===== src/rtl/stack_sequencer.sv =====
// Stack sequencer: owns SP and sequences push/pop accesses for CALL, RET, INT and RTI.
// Optional bounds checking is enabled with `define STACK_BOUNDS_CHECK_EN.
module stack_sequencer #(
    parameter int                 ADDR_W   = 32,
    parameter int                 FLAG_W   = 4,
    parameter logic [ADDR_W-1:0]  SP_INIT  = 32'h000F_FFFF,
    parameter logic [ADDR_W-1:0]  SP_LIMIT = 32'h000F_F000
) (
    input  logic              clk,
    input  logic              rst,
    input  logic              start,
    input  logic [1:0]        cmd,
    input  logic [ADDR_W-1:0] pc_in,
    input  logic [FLAG_W-1:0] flags_in,
    input  logic [ADDR_W-1:0] mem_rdata,
    output logic              mem_we,
    output logic              mem_re,
    output logic [ADDR_W-1:0] mem_addr,
    output logic [ADDR_W-1:0] mem_wdata,
    output logic [ADDR_W-1:0] sp_out,
    output logic              busy,
    output logic              done,
    output logic [ADDR_W-1:0] pc_out,
    output logic              pc_valid,
    output logic [FLAG_W-1:0] flags_out,
    output logic              flags_valid,
    output logic              stack_err
);

    localparam logic [1:0] CMD_CALL = 2'b00;
    localparam logic [1:0] CMD_RET  = 2'b01;
    localparam logic [1:0] CMD_INT  = 2'b10;
    localparam logic [1:0] CMD_RTI  = 2'b11;

    localparam logic [ADDR_W-1:0] SP_ONE = {{(ADDR_W-1){1'b0}}, 1'b1};

    typedef enum logic [2:0] {
        S_IDLE  = 3'd0,
        S_PUSH1 = 3'd1,
        S_PUSH2 = 3'd2,
        S_POP1  = 3'd3,
        S_CAP1  = 3'd4,
        S_CAP2  = 3'd5,
        S_DONE  = 3'd6
    } state_t;

    state_t             state_r;
    state_t             state_s;
    logic [ADDR_W-1:0]  sp_r;
    logic [ADDR_W-1:0]  sp_s;
    logic [1:0]         cmd_r;
    logic [FLAG_W-1:0]  flags_r;
    logic               err_s;
    logic               we_s;
    logic               re_s;
    logic [ADDR_W-1:0]  addr_s;
    logic [ADDR_W-1:0]  wdata_s;
    logic               pc_valid_s;
    logic               flags_valid_s;

`ifdef STACK_BOUNDS_CHECK_EN
    // One extra bit so that SP+1/SP+2 and SP_LIMIT+1 cannot wrap during the compare.
    logic [ADDR_W:0] sp_x_s;
    assign sp_x_s = {1'b0, sp_r};
    localparam logic [ADDR_W:0] ONE_X  = {{ADDR_W{1'b0}}, 1'b1};
    localparam logic [ADDR_W:0] TWO_X  = {{(ADDR_W-1){1'b0}}, 2'b10};
    localparam logic [ADDR_W:0] INIT_X = {1'b0, SP_INIT};
    localparam logic [ADDR_W:0] LIM_X  = {1'b0, SP_LIMIT};
`endif

    assign sp_out = sp_r;

    // Next-state, next-SP and next-cycle output decode; outputs are registered from these.
    always_comb begin
        state_s       = state_r;
        sp_s          = sp_r;
        err_s         = 1'b0;
        case (state_r)
            S_IDLE: begin
                if (start) begin
`ifdef STACK_BOUNDS_CHECK_EN
                    case (cmd)
                        CMD_CALL: err_s = (sp_x_s < LIM_X);
                        CMD_INT:  err_s = (sp_x_s < (LIM_X + ONE_X));
                        CMD_RET:  err_s = ((sp_x_s + ONE_X) > INIT_X);
                        CMD_RTI:  err_s = ((sp_x_s + TWO_X) > INIT_X);
                        default:  err_s = 1'b0;
                    endcase
`endif
                    if (err_s) begin
                        state_s = S_DONE;
                    end else if (cmd[0]) begin
                        state_s = S_POP1;
                    end else begin
                        state_s = S_PUSH1;
                    end
                end else begin
                    state_s = S_IDLE;
                end
            end
            S_PUSH1: begin
                sp_s    = sp_r - SP_ONE;
                state_s = (cmd_r == CMD_INT) ? S_PUSH2 : S_DONE;
            end
            S_PUSH2: begin
                sp_s    = sp_r - SP_ONE;
                state_s = S_DONE;
            end
            S_POP1: begin
                sp_s    = sp_r + SP_ONE;
                state_s = S_CAP1;
            end
            S_CAP1: begin
                if (cmd_r == CMD_RTI) begin
                    sp_s    = sp_r + SP_ONE;
                    state_s = S_CAP2;
                end else begin
                    state_s = S_DONE;
                end
            end
            S_CAP2:  state_s = S_DONE;
            S_DONE:  state_s = S_IDLE;
            default: state_s = S_IDLE;
        endcase

        // A push addresses the SP it starts with; a pop addresses the SP after its increment.
        we_s    = (state_s == S_PUSH1) || (state_s == S_PUSH2);
        re_s    = (state_s == S_POP1) || ((state_s == S_CAP1) && (cmd_r == CMD_RTI));
        if (we_s) begin
            addr_s = sp_s;
        end else if (re_s) begin
            addr_s = sp_s + SP_ONE;
        end else begin
            addr_s = {ADDR_W{1'b0}};
        end
        if (state_s == S_PUSH1) begin
            wdata_s = pc_in;
        end else if (state_s == S_PUSH2) begin
            wdata_s = {{(ADDR_W-FLAG_W){1'b0}}, flags_r};
        end else begin
            wdata_s = {ADDR_W{1'b0}};
        end
        pc_valid_s    = (state_s == S_DONE) && (state_r != S_IDLE) && cmd_r[0];
        flags_valid_s = (state_s == S_DONE) && (state_r != S_IDLE) && (cmd_r == CMD_RTI);
    end

    // State, SP, latched request, captured pop data and registered outputs.
    always_ff @(posedge clk or posedge rst) begin
        if (rst) begin
            state_r     <= S_IDLE;
            sp_r        <= SP_INIT;
            cmd_r       <= 2'b00;
            flags_r     <= {FLAG_W{1'b0}};
            mem_we      <= 1'b0;
            mem_re      <= 1'b0;
            mem_addr    <= {ADDR_W{1'b0}};
            mem_wdata   <= {ADDR_W{1'b0}};
            busy        <= 1'b0;
            done        <= 1'b0;
            pc_out      <= {ADDR_W{1'b0}};
            pc_valid    <= 1'b0;
            flags_out   <= {FLAG_W{1'b0}};
            flags_valid <= 1'b0;
            stack_err   <= 1'b0;
        end else begin
            state_r     <= state_s;
            sp_r        <= sp_s;
            if ((state_r == S_IDLE) && start) begin
                cmd_r   <= cmd;
                flags_r <= flags_in;
            end
            mem_we      <= we_s;
            mem_re      <= re_s;
            mem_addr    <= addr_s;
            mem_wdata   <= wdata_s;
            busy        <= (state_s != S_IDLE);
            done        <= (state_s == S_DONE);
            pc_valid    <= pc_valid_s;
            flags_valid <= flags_valid_s;
            stack_err   <= err_s;
            if (state_r == S_CAP1) begin
                if (cmd_r == CMD_RTI) begin
                    flags_out <= mem_rdata[FLAG_W-1:0];
                end else begin
                    pc_out    <= mem_rdata;
                end
            end else if (state_r == S_CAP2) begin
                pc_out <= mem_rdata;
            end
        end
    end

endmodule


===== config.mk =====
export PLATFORM = sky130hd
export DESIGN_NAME = stack_sequencer
export DESIGN_NICKNAME = d
export VERILOG_FILES = /design/src/rtl/stack_sequencer.sv
export SDC_FILE = /design/constraint.sdc
export NUM_CORES = 1
export LEC_CHECK = 0
export CORE_ASPECT_RATIO = 2
export CORE_MARGIN = 5
export CORE_UTILIZATION = 48
export CTS_CLUSTER_SIZE = 8
export DETAILED_ROUTE_END_ITERATION = 6
export PLACE_DENSITY = 0.81
export SLEW_MARGIN = 15
export SYNTH_ARGS = -nofsm -noshare
export SYNTH_HDL_FRONTEND = slang
export SYNTH_SLANG_ARGS = --single-unit
export TNS_END_PERCENT = 10

===== constraint.sdc =====
create_clock -name clk -period 5.4 [get_ports clk]
set_input_delay 1.08 -clock clk [delete_from_list [all_inputs] [get_ports clk]]
set_output_delay 1.08 -clock clk [all_outputs]
set_load 0.02 [all_outputs]

==> impl_metrics.yaml <==
route:
  drc: 0
  wl_per_cell_um: 19.79
  drtPass1Iterations: 7
  drtAntennaViolNets: 0
  vias: 6308
  vias_per_cell: 5.814
  drt-total-wl_mm: 21.48
  drtIter0Drc: 393
placed_design:
  dp.cells: 1053
  port_buffers: 210
  dp_hpwl_mm: 16.05
  gp_congestion: 0.9761
final_layout:
  fill_cells: 1137
  final_common_cell: "clkdlybuf4s50_1"
  layout_common_cells: "210 x clkdlybuf4s50_1, 127 x dfrtp_1, 42 x mux2_2, 41 x nor2_1, 40 x nor3_1"
  drive_above_1_share: 0.1483
  area_growth_pct: 39.67
  num-nets-final: 953
  final_cells: 1085
  num_antenna_cells: 0
logic_synthesis:
  synth.largest_area_cell: "dfrtp_1"
  synthTopCellsByArea: "dfrtp_1 44%, dfstp_2 7.2%, mux2_2 6.5%"
  synthArstFlopShare: 1.000
  avgSynthCellArea_sq_um: 10.78
  ys_seq_elements: 147
  synth_cells: 677
  synth-edff-count: 0
  synthDistinctLibCells: 75
  synth_nets: 753
  synth.yosys.seq_area_share: 0.5073
  yosysWarningCount: 0
  synthFlopType: "dfrtp_1"
  synth_top_area_frac: 0.4353
  syn_area_sq_um: 7301
worst_setup_path:
  required_ns: 5.70
  worstPathArrival_ns: 4.59
  worstSetupPathType: "reg -> reg"
  cp-end-kind: "register"
  startpoint_type: "register"
  crit_path_max_fanout: 28
power:
  pwr_density_cell_nw_per_um2: 652.3
  vdd_drop_max_mv: 0.3844
  p_switching_mw: 2.813
  sw_frac_of_total: 0.4229
  leakage_nw: 4.179
  combPwrFrac: 0.498
  p_clk_frac: 0.197
  p_int_mw: 3.839
  pwr-share-seq: 0.305
sta:
  fin_skew_ns: 0.01298
  timing.slew.headroom: 0.3399
  rsz0062_at_grt: "false"
  finalSetupViolations: 0
  finalCritPeriodShare: 0.7958
  hold_violations: 0
  period_minus_slack_ns: 4.297
  fin_setup_tns_ns: 0
  max_freq_mhz: 232.7
  report.final.slew_viol_count: 0
  tightest_slew_ns: 0.9901
clocking:
  worstSkewPairLatency_ns: 0.42
  root_buffer: "clkbuf_16"
  clkSinkCount: 147
  path_clk_slew_ns: 0.06
  cts_buffers: 17
  cts_tree: "done"
  h-tree-depth: 4
  cts_setup_buffers: 0
  cts_resized: 0
  clockBufferDepth: 2
  postCtsHoldBufs: 0
run:
  maxCapViolCount: 0
floorplanning:
  pin_count: 212
  fp-row-count: 63
  coreArea_sq_um: 14900
  dieWidth_um: 97.21
  dieHeight_um: 184.4
  initial_core_util: 0.4900
  die_area_sq_um: 17930
global_route:
  antenna_found_initial: 0
  grt_pass1_vias: 6463
  grt_overflow: 0
  grt_max_degree: 108
  grt_pass1_wl_mm: 33.38
  groute.usage.overall: 0.2389
worst_hold_path:
  hp-class: "reg -> reg"
outcome:
  status: "completed"
[power groups by stage]
stage          clock network [mW]  registers (mW)  logic (mW)
5_1_grt                      1.38            2.09        3.53
6_report                     1.31            2.03        3.31
3_3_place_gp                    0            2.03        3.25
2_1_floorplan                   0            2.22        1.85
3_5_place_dp                    0            2.03        3.28
4_1_cts                      1.34            2.02        3.31
[metrics by stage]
step	util	instance area (sq um)	worst slack [ns]	total power [mW]	hold slack (ns)
after floorplan	-	7301	0.4018	4.068	0.4691
after global placement	0.6401	9537	1.291	5.278	0.4840
after detailed placement	0.6401	9537	1.242	5.311	0.4930
after CTS	0.6845	10200	1.157	6.669	0.5077
after global routing	0.6845	10200	0.7551	7.005	0.5252
final	0.6845	10200	1.103	6.651	0.5035
[critical path, stage by stage, from the launching register on]
cell	delay, ns
dfrtp_1	0.66
and3_1	0.41
a22oi_2	0.63
buf_4	0.29
a31oi_1	0.06
or4_1	0.52
a211oi_2	0.34
nand3_1	0.41
nor3_2	0.51
and4_1	0.28
nor3_2	0.04
[state kept, by name, summed over array words and instances, names as in the netlist]
register     cells
pc_out          32
flags_out        4
state_r          3
mem_we           1
pc_valid         1
mem_re           1
busy             1
mem_wdata       32
mem_addr        32
flags_valid      1
sp_out          32
cmd_r            2
done             1
flags_r          4
[path summary, 6_finish.rpt]
path,depth (start not counted),endpoint,slack (ns),startpoint
max in group asynchronous,3,sp_out[19]$_DFF_PP1_,3.06,rst
worst min-delay path,1,flags_out[2]$_DFFE_PP0P_,0.50,flags_out[2]$_DFFE_PP0P_
min in group asynchronous,2,pc_out[25]$_DFFE_PP0P_,1.25,rst
worst max register to register,10,mem_addr[31]$_DFF_PP0_,1.10,state_r[2]$_DFF_PP0_
worst min register to register,1,flags_out[2]$_DFFE_PP0P_,0.50,flags_out[2]$_DFFE_PP0P_
worst max-delay path,10,mem_addr[31]$_DFF_PP0_,1.10,state_r[2]$_DFF_PP0_
[layout make-up]
type                    count  area [sq um]  share of cell area
clock buffers              18         439.2             0.04307
clock inverters            14         221.5             0.02172
inverters                  23         91.34            0.008957
multi-input cells         469          3328              0.3264
flip-flops and latches    147          3704              0.3632
well taps                 195         244.0             0.02393
repair buffers            219          2170              0.2128
[layer usage]
metal  vias to the layer above  wire length, um  share of wire  global-route usage
met5                         -                0              0                   0
li1                       2868                -              -                   -
met2                       296            12110           0.56              0.4576
met4                         0             1228          0.057              0.1580
met3                        73             1387          0.065             0.06894
met1                      3071             6751           0.31              0.2115
[cells in the mapped netlist, drive strengths merged (14+ instances only)]
master / number
dfrtp: 127
nor3: 44
mux2: 42
nor2: 41
nand2: 35
and2: 33
xnor2: 24
buf: 23
inv: 23
nand3: 23
a21oi: 22
dfstp: 20
nand4: 16
clkbuf: 15
nor4: 15
and3: 14
[cell families (layout without fill, tap and decap cells)]
kind of cell	Yosys count	in the layout	synth area share
AND/OR/NAND/NOR	274	274	0.2271
flip-flops	147	147	0.5073
AO/OA/AOI/OAI	106	106	0.1040
buffers and inverters	61	274	0.03736
multiplexers	49	49	0.07438
XOR/XNOR	36	36	0.04422
adder cells (fa/ha/maj)	3	3	0.005142
other	1	1	0.0005136
(Power assumes the default switching activity.)
